===== config.mk =====
export PLATFORM = sky130hd
export DESIGN_NAME = key_conditioner
export DESIGN_NICKNAME = d
export VERILOG_FILES = /design/src/rtl/key_conditioner.sv
export SDC_FILE = /design/constraint.sdc
export NUM_CORES = 1
export LEC_CHECK = 0
export CORE_ASPECT_RATIO = 0.8
export CORE_UTILIZATION = 43
export CTS_BUF_LIST = sky130_fd_sc_hd__clkbuf_4 sky130_fd_sc_hd__clkbuf_8
export CTS_CLUSTER_SIZE = 14
export DETAILED_ROUTE_END_ITERATION = 10
export GPL_TIMING_DRIVEN = 0
export SLEW_MARGIN = 20
export SYNTH_ARGS = -nofsm -noshare
export SYNTH_HDL_FRONTEND = slang
export SYNTH_SLANG_ARGS = --single-unit

===== constraint.sdc =====
create_clock -name clk -period 3.6 [get_ports clk]
set_input_delay 0.54 -clock clk [delete_from_list [all_inputs] [get_ports clk]]
set_output_delay 0.54 -clock clk [all_outputs]
set_load 0.02 [all_outputs]

===== src/rtl/key_conditioner.sv =====
// Multi-key synchroniser/debouncer producing level, press and release per key.
// Define KEY_AUTOREPEAT_EN to add hold-to-repeat press pulses.
module key_conditioner #(
  parameter int NKEYS            = 5,
  parameter int DEBOUNCE_CYC     = 2000000,
  parameter int REPEAT_DELAY_CYC = 50000000,
  parameter int REPEAT_RATE_CYC  = 10000000
) (
  input  logic             clk,
  input  logic             rst,
  input  logic [NKEYS-1:0] key_in,
  output logic [NKEYS-1:0] key_level,
  output logic [NKEYS-1:0] key_press,
  output logic [NKEYS-1:0] key_release,
  output logic             key_any
);

  localparam int DW = (DEBOUNCE_CYC > 2) ? $clog2(DEBOUNCE_CYC) : 1;
  localparam logic [DW-1:0] DB_LAST = DW'(DEBOUNCE_CYC - 1);

`ifdef KEY_AUTOREPEAT_EN
  localparam int RMAX = (REPEAT_DELAY_CYC > REPEAT_RATE_CYC) ? REPEAT_DELAY_CYC : REPEAT_RATE_CYC;
  localparam int RW   = (RMAX > 2) ? $clog2(RMAX) : 1;
  localparam logic [RW-1:0] DELAY_LAST = RW'(REPEAT_DELAY_CYC - 1);
  localparam logic [RW-1:0] RATE_LAST  = RW'(REPEAT_RATE_CYC - 1);
`endif

  typedef enum logic [1:0] {IDLE, WAIT_DN, DOWN, WAIT_UP} state_t;

  logic [NKEYS-1:0] sync1_reg;
  logic [NKEYS-1:0] sync2_reg;
  logic [NKEYS-1:0] press_next;
  logic             key_any_reg;

  always_ff @(posedge clk) begin
    if (rst) begin
      sync1_reg   <= '0;
      sync2_reg   <= '0;
      key_any_reg <= 1'b0;
    end else begin
      sync1_reg   <= key_in;
      sync2_reg   <= sync1_reg;
      key_any_reg <= |press_next;
    end
  end

  assign key_any = key_any_reg;

  genvar gi;
  generate
    for (gi = 0; gi < NKEYS; gi++) begin : g_key
      state_t          state_reg, state_next;
      logic [DW-1:0]   db_cnt_reg, db_cnt_next;
      logic            level_reg, level_next;
      logic            press_reg, release_reg, release_next;
      logic            fsm_press, rep_pulse;
      logic            s2;

      assign s2 = sync2_reg[gi];

      always_ff @(posedge clk) begin
        if (rst) begin
          state_reg   <= IDLE;
          db_cnt_reg  <= '0;
          level_reg   <= 1'b0;
          press_reg   <= 1'b0;
          release_reg <= 1'b0;
        end else begin
          state_reg   <= state_next;
          db_cnt_reg  <= db_cnt_next;
          level_reg   <= level_next;
          press_reg   <= press_next[gi];
          release_reg <= release_next;
        end
      end

      // A new level is accepted only after DEBOUNCE_CYC consecutive agreeing samples.
      always_comb begin
        state_next   = state_reg;
        db_cnt_next  = db_cnt_reg;
        level_next   = level_reg;
        fsm_press    = 1'b0;
        release_next = 1'b0;
        case (state_reg)
          IDLE: begin
            if (s2) begin
              state_next  = WAIT_DN;
              db_cnt_next = '0;
            end
          end
          WAIT_DN: begin
            if (!s2) begin
              state_next  = IDLE;
              db_cnt_next = '0;
            end else if (db_cnt_reg == DB_LAST) begin
              state_next = DOWN;
              level_next = 1'b1;
              fsm_press  = 1'b1;
            end else begin
              db_cnt_next = db_cnt_reg + 1'b1;
            end
          end
          DOWN: begin
            if (!s2) begin
              state_next  = WAIT_UP;
              db_cnt_next = '0;
            end
          end
          WAIT_UP: begin
            if (s2) begin
              state_next  = DOWN;
              db_cnt_next = '0;
            end else if (db_cnt_reg == DB_LAST) begin
              state_next   = IDLE;
              level_next   = 1'b0;
              release_next = 1'b1;
            end else begin
              db_cnt_next = db_cnt_reg + 1'b1;
            end
          end
          default: begin
            state_next  = IDLE;
            db_cnt_next = '0;
            level_next  = 1'b0;
          end
        endcase
      end

`ifdef KEY_AUTOREPEAT_EN
      logic [RW-1:0] rep_cnt_reg, rep_cnt_next;
      logic          rate_reg, rate_next;

      always_ff @(posedge clk) begin
        if (rst) begin
          rep_cnt_reg <= '0;
          rate_reg    <= 1'b0;
        end else begin
          rep_cnt_reg <= rep_cnt_next;
          rate_reg    <= rate_next;
        end
      end

      // Counter advances only while held in DOWN; a brief bounce to WAIT_UP just pauses it.
      always_comb begin
        rep_cnt_next = rep_cnt_reg;
        rate_next    = rate_reg;
        rep_pulse    = 1'b0;
        if (state_reg == DOWN && s2) begin
          if (rep_cnt_reg == (rate_reg ? RATE_LAST : DELAY_LAST)) begin
            rep_pulse    = 1'b1;
            rep_cnt_next = '0;
            rate_next    = 1'b1;
          end else begin
            rep_cnt_next = rep_cnt_reg + 1'b1;
          end
        end else if (state_reg == WAIT_UP && !s2 && db_cnt_reg == DB_LAST) begin
          rep_cnt_next = '0;
          rate_next    = 1'b0;
        end
      end
`else
      assign rep_pulse = 1'b0;
`endif

      assign press_next[gi]  = fsm_press | rep_pulse;
      assign key_level[gi]   = level_reg;
      assign key_press[gi]   = press_reg;
      assign key_release[gi] = release_reg;
    end
  endgenerate

endmodule


==> impl_metrics.ini, run 1 <==
[grt]
vias_in_the_first_global_route = 5829
maximum_number_of_pins_on_one_net_before_global_route_repair = 17
grt_overflow_total = 0
grt_antenna_before_repair = 0
grt_first_pass_wirelength_um = 28100
track_usage_pct = 21.6

[logic_synthesis]
yosys.area.top_type_share_pct = 41.3
synth_edf_count = 0
post_synthesis_xor_xnor_area_fraction_pct = 6.92
synth-warning-count = 0
syn_area_um2 = 6840
synth.top_cells.by_count = sky130_fd_sc_hd__dfxtp_1, sky130_fd_sc_hd__nor2_1, sky130_fd_sc_hd__nand3_1
yosys_most_used_dff = sky130_fd_sc_hd__dfxtp_1
area_fraction_in_compound_gates_after_synthesis_pct = 15.0
syn_avg_cell_area_um2 = 8.35
synth_nets = 831
yosys_register_bits = 141
muxShareOfSynthArea_pct = 0.732
top_cells_by_area_in_the_synthesized_netlist = sky130_fd_sc_hd__dfxtp_1, sky130_fd_sc_hd__xor2_1, sky130_fd_sc_hd__nand3_1, sky130_fd_sc_hd__nor2_1, sky130_fd_sc_hd__a21oi_1
fraction_of_the_mapped_netlist_area_in_simple_logic_gates_pct = 30.6
dominant_combinational_cell_family_by_area_after_synthesis = simple AND/OR/NAND/NOR gates
synth_sequential_area_ratio_pct = 41.3
most_repeated_cell_in_the_gate_level_netlist_after_synthesis = sky130_fd_sc_hd__dfxtp_1
post-synth-top-area-cell = sky130_fd_sc_hd__dfxtp_1
async_flop_share_pct = 0
ys_types = 63
syn_inst = 819
synth_adder_area_share_pct = 0.915

[timing]
timing.hold.ws_ns = 0.458
rsz_0062_raised_after_global_routing = no
timing.setup.tns_ns = 0
finalSetupViolCount = 0
relSlewSlack_pct = 42.2
report.final.slew_viol_count = 0
hold_viol = 0
min_tclk_post_route_ns = 2.63
post-route-period-util_pct = 73.0
worst-slew-pin-transition_ns = 0.860
skew_ns = 0.00966
fmax_mhz = 380

[setup_path]
criticalPathCategory = reg -> reg
cp.arrival_ns = 2.94
top_fanout_value_on_the_critical_path = 10
crit_path_end_kind = flip-flop
worst_ep_required_time_ns = 3.91
critPathLaunchType = flip-flop

[worst_hold_path]
min_path_type = reg -> reg

[routing]
wl_per_cell_um = 15.4
wl_um = 16700
final_antenna_net_count = 0
route.vias.total = 6206
drt_first_iter_violations = 281
dr.pass1.iters = 5
drc_errors = 0
routed_via_density = 5.74

[floorplan]
initial_utilization_pct = 44.8
fp.dieH_um = 115
pin_count = 23
placement_rows = 40
die_area_um2 = 16400
area_of_the_core_um2 = 15300
die_width_um = 143

[run_status]
status = completed

[layout]
synthToLayoutAreaGrowth_pct = 12.5
antenna_cells_inserted = 0
fill_cells = 1488
final_std_cells_w_o_fill = 1082
final_layout_size_suffix_gt1_share_pct = 7.34
finalInstanceArea_um2 = 7690
nets = 871
largest_register_ffs = 105

[power_and_ir_drop]
p_leak_nw = 2.53
power_per_cell_area_nw_per_um2 = 381
peak_supply_drop_uv = 235

[clock_network]
cts_bufs_inserted = 17
clock_latency_ns = 0.44
cts_setup_buffers = 0
tritoncts_clock_tree = yes
cts.reportedPaths.clkPinSlew_ns = 0.08
cts-resized-gates = 0
cts_hold_repair.buffers = 0
cts-root-to-sink-buffers = 2
cts-root-buf = sky130_fd_sc_hd__clkbuf_8
cts_max_level = 4
clock_sinks = 141

[placed_design]
post_detail_place_hpwl_um = 11800
post_dp_cell_area_um2 = 7310
buffer_ports.inserted = 21
post-place-cells = 1050
gp_routability_congestion = 0.849

[run]
cap_violations = 0
power by group:
group | switching (W) | internal [W]
sequential | 0.0000123 | 0.00157
combinational | 0.0000822 | 0.0000432
clock | 0.000608 | 0.000613
total | 0.000702 | 0.00223
per-layer routing:
metal  GRT usage, %  routed length [µm]  part of all wire, %
met1           28.4                8120                   49
met2           34.7                7650                   46
met3           4.87                 664                  4.0
met4           7.89                 237                  1.4
met5              0                   0                    0
worst paths after layout:
kind	end	startpoint	cells past startpoint	slack, ns
worst min register to register	sync2_reg[4]	sync1_reg[4]	1	0.46
worst max register to register	g_key[3].db_cnt_reg[10]	sync2_reg[3]	5	0.97
worst min-delay path	sync2_reg[4]	sync1_reg[4]	1	0.46
worst max-delay path	g_key[3].db_cnt_reg[10]	sync2_reg[3]	5	0.97
metrics by stage:
step,utilization (%),setup slack (ns),total power (W)
after global placement,47.9,1.01,0.00174
after floorplan,-,1.41,0.00170
final,50.4,0.971,0.00293
after CTS,50.4,0.923,0.00297
after detailed placement,47.9,0.923,0.00175
after global routing,50.4,0.659,0.00305
cell families (layout without fill, tap and decap cells):
family          Yosys count  in the layout
simple gates            380            380
compound gates          167            167
flops                   141            141
buf+inv                  67            120
xor+xnor                 54             54
fa+ha+maj                 5              5
mux                       5              5
cells in the final DEF, fill, tap and decap left out, types with 4 or more instances in the layout:
cell type                         instances
sky130_fd_sc_hd__o2111ai_1                4
sky130_fd_sc_hd__nand3_1                 64
sky130_fd_sc_hd__buf_1                    4
sky130_fd_sc_hd__a22oi_1                  4
sky130_fd_sc_hd__clkdlybuf4s50_1         21
sky130_fd_sc_hd__nor4_1                  16
sky130_fd_sc_hd__nor4b_1                  4
sky130_fd_sc_hd__or3_1                   16
sky130_fd_sc_hd__nand2_1                 51
sky130_fd_sc_hd__and2_1                   7
sky130_fd_sc_hd__xor2_1                  41
sky130_fd_sc_hd__nand4_1                 31
sky130_fd_sc_hd__a21oi_1                 51
sky130_fd_sc_hd__nor3_1                  18
sky130_fd_sc_hd__a31oi_1                 15
sky130_fd_sc_hd__ha_1                     5
sky130_fd_sc_hd__xnor2_1                 13
sky130_fd_sc_hd__clkinv_2                 6
sky130_fd_sc_hd__or4b_1                   4
sky130_fd_sc_hd__o21ai_0                 42
sky130_fd_sc_hd__a211oi_1                 4
sky130_fd_sc_hd__inv_1                   20
sky130_fd_sc_hd__clkbuf_8                21
sky130_fd_sc_hd__mux2i_1                  5
sky130_fd_sc_hd__and3_1                  19
sky130_fd_sc_hd__nor2_1                  84
sky130_fd_sc_hd__and4_1                  10
sky130_fd_sc_hd__o31ai_1                  8
sky130_fd_sc_hd__o211ai_1                16
sky130_fd_sc_hd__or4_1                    9
sky130_fd_sc_hd__dfxtp_1                141
sky130_fd_sc_hd__nor2b_1                 15
sky130_fd_sc_hd__clkbuf_1                27
sky130_fd_sc_hd__buf_4                   15
area by class of cell:
cell class / instances / area (µm²) / area share (%)
Multi-Input combinational cell: 611 / 3710 / 48.2
Sequential cell: 141 / 2820 / 36.7
Clock buffer: 21 / 289 / 3.76
Tap cell: 210 / 263 / 3.42
Buffer: 46 / 229 / 2.98
Timing Repair Buffer: 21 / 210 / 2.73
Clock inverter: 11 / 91.3 / 1.19
Inverter: 21 / 78.8 / 1.03
worst max-delay path: stages, from the launching register on:
cell,delay [ns]
sky130_fd_sc_hd__dfxtp_1,0.42
sky130_fd_sc_hd__xor2_1,0.63
sky130_fd_sc_hd__nor2_1,0.32
sky130_fd_sc_hd__o21ai_0,0.63
sky130_fd_sc_hd__clkbuf_1,0.41
sky130_fd_sc_hd__nor2_1,0.09
Note: power is estimated with default switching activity, not from simulation.
==> run 2, diff against run 1 <==
==> constraint.sdc (replaced) <==
create_clock -name clk -period 2.6 [get_ports clk]
set_input_delay 0.39 -clock clk [delete_from_list [all_inputs] [get_ports clk]]
set_output_delay 0.39 -clock clk [all_outputs]
set_load 0.02 [all_outputs]
==> impl_metrics.ini, run 2 (synthesis gave the netlist of run 1 again) <==
[run_status]
status = completed

[clock_network]
cts_max_level = 4
cts.reportedPaths.clkPinSlew_ns = 0.08
cts_bufs_inserted = 17
cts_setup_buffers = 0
cts-root-to-sink-buffers = 2
clock_sinks = 141
cts_hold_repair.buffers = 0
cts-root-buf = sky130_fd_sc_hd__clkbuf_8
clock_latency_ns = 0.44
tritoncts_clock_tree = yes

[layout]
largest_register_ffs = 105
nets = 871
final_common_cell = sky130_fd_sc_hd__dfxtp_1
antenna_cells_inserted = 0
fill_cells = 1485
synthToLayoutAreaGrowth_pct = 12.6
final_layout_size_suffix_gt1_share_pct = 7.45
mostFrequentLayoutCells = sky130_fd_sc_hd__dfxtp_1, sky130_fd_sc_hd__nor2_1, sky130_fd_sc_hd__nand3_1

[setup_path]
worst_ep_required_time_ns = 2.95
crit_path_end_kind = flip-flop
critPathTopFamily = simple AND/OR/NAND/NOR gates
r2r.worst_path.cells = 5
worst_r2r_endpoint = g_key[0].db_cnt_reg[1]
cp_cell_sequence = or4b_1, or4_4, nor3_2, a21oi_1, o32ai_1
r2r_start = g_key[0].db_cnt_reg[8]
timing.critical_path.slowest_stage_cell = sky130_fd_sc_hd__or4_4
count_of_buffer_and_inverter_cells_on_the_critical_path = 0
cp.arrival_ns = 2.81
reg2reg_slack_ns = 0.14
critPathLaunchType = flip-flop
criticalPathCategory = reg -> reg
critical_path_max_stage_delay_ns = 0.60
top_fanout_value_on_the_critical_path = 10
worstSetupPathDepth = 5

[grt]
grt_antenna_before_repair = 0
vias_in_the_first_global_route = 5829
maximum_number_of_pins_on_one_net_before_global_route_repair = 17
grt_first_pass_wirelength_um = 28100
track_usage_pct = 21.6
grt_overflow_total = 0

[timing]
timing.hold.ws_ns = 0.458
finalSetupViolCount = 0
fmax_mhz = 406
skew_ns = 0.00962
rsz_0062_raised_after_global_routing = no
hold_viol = 0
setup_ws_final_ns = 0.137
worst-slew-pin-transition_ns = 0.849
relSlewSlack_pct = 42.9
min_tclk_post_route_ns = 2.46
post-route-period-util_pct = 94.7
report.final.slew_viol_count = 0

[routing]
wl_per_cell_um = 15.4
routed_via_density = 5.72
drc_errors = 0
final_antenna_net_count = 0
route.vias.total = 6192
wl_um = 16700
dr.pass1.iters = 5
drt_first_iter_violations = 280

[floorplan]
fp.dieH_um = 115
die_area_um2 = 16400
pin_count = 23
initial_utilization_pct = 44.8
area_of_the_core_um2 = 15300
placement_rows = 40
die_width_um = 143

[power_and_ir_drop]
power_per_cell_area_nw_per_um2 = 528
peak_supply_drop_uv = 326
p_leak_nw = 2.53

[placed_design]
place_worst_setup_slack_ns = -0.0766
post_detail_place_hpwl_um = 11800
buffer_ports.inserted = 21
gp_routability_congestion = 0.849

[run]
cap_violations = 0

[worst_hold_path]
worst_hold_start = sync1_reg[4]
worst_hold_path.num_cells = 1
min_delay_worst_endpoint = sync2_reg[4]
min_path_type = reg -> reg
==> run 2: how the worst max path moves through the flow <==
stage / startpoint / to / slack (ns)
5_1_grt: g_key[0].db_cnt_reg[10] / g_key[0].db_cnt_reg[0] / 0.03
4_1_cts: sync2_reg[3] / g_key[3].db_cnt_reg[10] / 0.12
6_report: g_key[0].db_cnt_reg[8] / g_key[0].db_cnt_reg[1] / 0.14
3_5_place_dp: sync2_reg[3] / g_key[3].db_cnt_reg[18] / -0.08
2_1_floorplan: g_key[0].db_cnt_reg[8] / g_key[0].state_reg[0] / 0.41
3_3_place_gp: sync2_reg[3] / g_key[3].db_cnt_reg[19] / 0.005
==> run 2: layer usage <==
layer	track usage (%)	wire (µm)	vias up
met4	7.89	255	0
met1	28.4	8050	2934
li1	-	-	3102
met5	0	0	-
met3	4.87	712	21
met2	34.7	7670	135
==> run 2: cell type report <==
cell class | instances | area [µm²] | area share (%)
multi-input cells | 611 | 3710 | 48.2
flip-flops and latches | 141 | 2820 | 36.7
clock buffers | 21 | 289 | 3.75
well taps | 210 | 263 | 3.41
plain buffers | 46 | 229 | 2.97
repair buffers | 21 | 210 | 2.73
clock inverters | 11 | 91.3 | 1.19
inverters | 21 | 78.8 | 1.02
==> run 2: power breakdown <==
group	leakage, nW	internal, W	switching (W)
Sequential	1.14	0.00218	0.0000173
Clock	0.193	0.000849	0.000846
Combinational	1.20	0.0000600	0.000113
==> run 2: timing repair <==
item	in CTS	in global routing
setup endpoints to repair	10	10
resized for setup	1	1
pin swaps	0	0
==> run 2: metrics by stage <==
step                utilization (%)  std cells  setup TNS [ns]  total power [W]  area [µm²]
finish                         50.4       1082               0          0.00406        7700
detailed placement             47.9       1050          -0.708          0.00242        7310
global route                   50.4       1082               0          0.00423        7700
floorplan                         -        819               0          0.00235        6840
global placement               47.9       1050               0          0.00241        7310
CTS                            50.4       1082               0          0.00411        7690
==> run 3, diff against run 2 <==
--- a/config.mk
+++ b/config.mk
@@ -11,6 +11,7 @@
 export CTS_CLUSTER_SIZE = 14
 export DETAILED_ROUTE_END_ITERATION = 10
 export GPL_TIMING_DRIVEN = 0
+export REMOVE_ABC_BUFFERS = 1
 export SLEW_MARGIN = 20
 export SYNTH_ARGS = -nofsm -noshare
 export SYNTH_HDL_FRONTEND = slang
==> impl_metrics.ini, run 3 (synthesis gave the netlist of run 1 again) <==
[run_status]
status = completed

[setup_path]
reg2reg_slack_ns = 0.19
top_fanout_value_on_the_critical_path = 7
cp.arrival_ns = 2.77
r2r.worst_path.cells = 5
critical_path_max_stage_delay_ns = 0.66
worst_ep_required_time_ns = 2.97
critPathLaunchType = flip-flop
crit_path_end_kind = flip-flop
r2r_start = g_key[3].db_cnt_reg[10]
timing.critical_path.slowest_stage_cell = sky130_fd_sc_hd__or4b_2
criticalPathCategory = reg -> reg
worst_r2r_endpoint = key_any
cp_cell_sequence = or4b_2, or4_1, nor2_1, a32oi_1, a31oi_1

[clock_network]
cts-root-to-sink-buffers = 2
cts_max_level = 4
clock_latency_ns = 0.44
cts_hold_repair.buffers = 0
cts-root-buf = sky130_fd_sc_hd__clkbuf_8
tritoncts_clock_tree = yes
clock_sinks = 141
cts_bufs_inserted = 17
cts.reportedPaths.clkPinSlew_ns = 0.07

[floorplan]
die_area_um2 = 16400
die_width_um = 143
initial_utilization_pct = 44.8
fp.dieH_um = 115
pin_count = 23
area_of_the_core_um2 = 15300
placement_rows = 40

[layout]
final_common_cell = sky130_fd_sc_hd__dfxtp_1
fill_cells = 1481
multi_input_area_um2 = 3730
final_std_cells_w_o_fill = 1040
final_layout_size_suffix_gt1_share_pct = 6.75
area.sequential_um2 = 2820
mostFrequentLayoutCells = sky130_fd_sc_hd__dfxtp_1, sky130_fd_sc_hd__nor2_1, sky130_fd_sc_hd__nand3_1
largest_register_ffs = 105
synthToLayoutAreaGrowth_pct = 9.83
nets = 830
finalInstanceArea_um2 = 7510
antenna_cells_inserted = 0

[routing]
wl_per_cell_um = 14.8
drc_errors = 0
dr.pass1.iters = 5
final_antenna_net_count = 0
wl_um = 15400
route.vias.total = 5945
drt_first_iter_violations = 475
routed_via_density = 5.72

[grt]
grt_first_pass_wirelength_um = 25900
vias_in_the_first_global_route = 5427
grt_antenna_before_repair = 0
track_usage_pct = 19.9
grt_overflow_total = 0
maximum_number_of_pins_on_one_net_before_global_route_repair = 65

[power_and_ir_drop]
power.net_switching_w = 0.000908
power_frac_comb_pct = 3.8
power_switching_share_pct = 22.7
p_leak_nw = 2.45
pwr-share-seq_pct = 55.0
power_per_cell_area_nw_per_um2 = 533
power.internal_w = 0.00309
peak_supply_drop_uv = 288
power_frac_clock_pct = 41.2

[timing]
fmax_mhz = 416
report.final.slew_viol_count = 0
skew_ns = 0.00720
relSlewSlack_pct = 37.2
rsz_0062_raised_after_global_routing = no
worst-slew-pin-transition_ns = 0.934
setup_ws_final_ns = 0.194
hold_viol = 0
finalSetupViolCount = 0
min_tclk_post_route_ns = 2.41
post-route-period-util_pct = 92.5

[placed_design]
post_detail_place_hpwl_um = 10600
buffer_ports.inserted = 22
post-place-cells = 1009
place_worst_setup_slack_ns = -0.578
gp_routability_congestion = 0.874
post_dp_cell_area_um2 = 7120

[worst_hold_path]
worst_hold_path.num_cells = 1
min_delay_worst_endpoint = sync2_reg[4]
worst_hold_start = sync1_reg[4]
min_path_type = reg -> reg

[run]
cap_violations = 0
==> run 3: routing by layer <==
layer / up-vias / global-route usage, % / share of wire (%)
li1: 3013 / - / -
met1: 2796 / 28.1 / 52
met2: 123 / 29.5 / 43
met3: 13 / 5.04 / 4.2
met4: 0 / 6.24 / 0.81
met5: - / 0 / 0
==> run 3: final cells by class <==
| cell class | count | share of cell area [%] |
|---|---|---|
| clock buffer | 23 | 4.05 |
| clock inverter | 8 | 0.867 |
| inverter | 21 | 1.07 |
| multi-input combinational | 611 | 49.6 |
| sequential | 141 | 37.6 |
| tap | 210 | 3.50 |
| timing repair buffer | 26 | 3.30 |
==> run 3: worst max-delay path, delay by kind of cell, from the launching register on <==
| kind | cells | cell delay (ns) |
|---|---|---|
| simple gates | 3 | 1.49 |
| flops | 1 | 0.44 |
| compound gates | 2 | 0.40 |
==> run 3: worst max path at each step <==
stage | startpoint | end | slack [ns] | cells after the start
finish | g_key[3].db_cnt_reg[10] | key_any | 0.19 | 5
global route | g_key[3].db_cnt_reg[15] | g_key[3].db_cnt_reg[6] | 0.01 | 5
CTS | g_key[1].db_cnt_reg[10] | key_any | 0.05 | 5
detailed placement | rst | g_key[0].db_cnt_reg[8] | -0.58 | 4
global placement | rst | g_key[4].db_cnt_reg[17] | -3.06 | 5
floorplan | g_key[0].db_cnt_reg[8] | g_key[0].state_reg[0] | 0.41 | 4
==> run 3: what timing repair did <==
| action | CTS | global route |
|---|---|---|
| endpoints found under the setup margin | 17 | 3 |
| resized for setup | 2 | 2 |
| endpoints found under the hold margin | 0 | 0 |
| setup buffers | 0 | 0 |
| cloned | 0 | 0 |
==> run 3: through the flow <==
stage	setup TNS (ns)	hold WS [ns]	total power (W)	utilization (%)
after floorplan	0	0.414	0.00232	-
after global placement	-262.22	0.417	0.00239	46.5
after detailed placement	-25.24	0.428	0.00240	46.7
after CTS	0	0.446	0.00407	49.1
after global routing	0	0.459	0.00418	49.2
final	0	0.439	0.00400	49.2
==> run 3: power groups by stage <==
stage / registers (W) / logic [W] / clock network, W
after global routing: 0.00220 / 0.000167 / 0.00181
after detailed placement: 0.00225 / 0.000150 / 0
after floorplan: 0.00225 / 0.0000656 / 0
after CTS: 0.00220 / 0.000151 / 0.00171
after global placement: 0.00225 / 0.000142 / 0
final: 0.00220 / 0.000150 / 0.00165
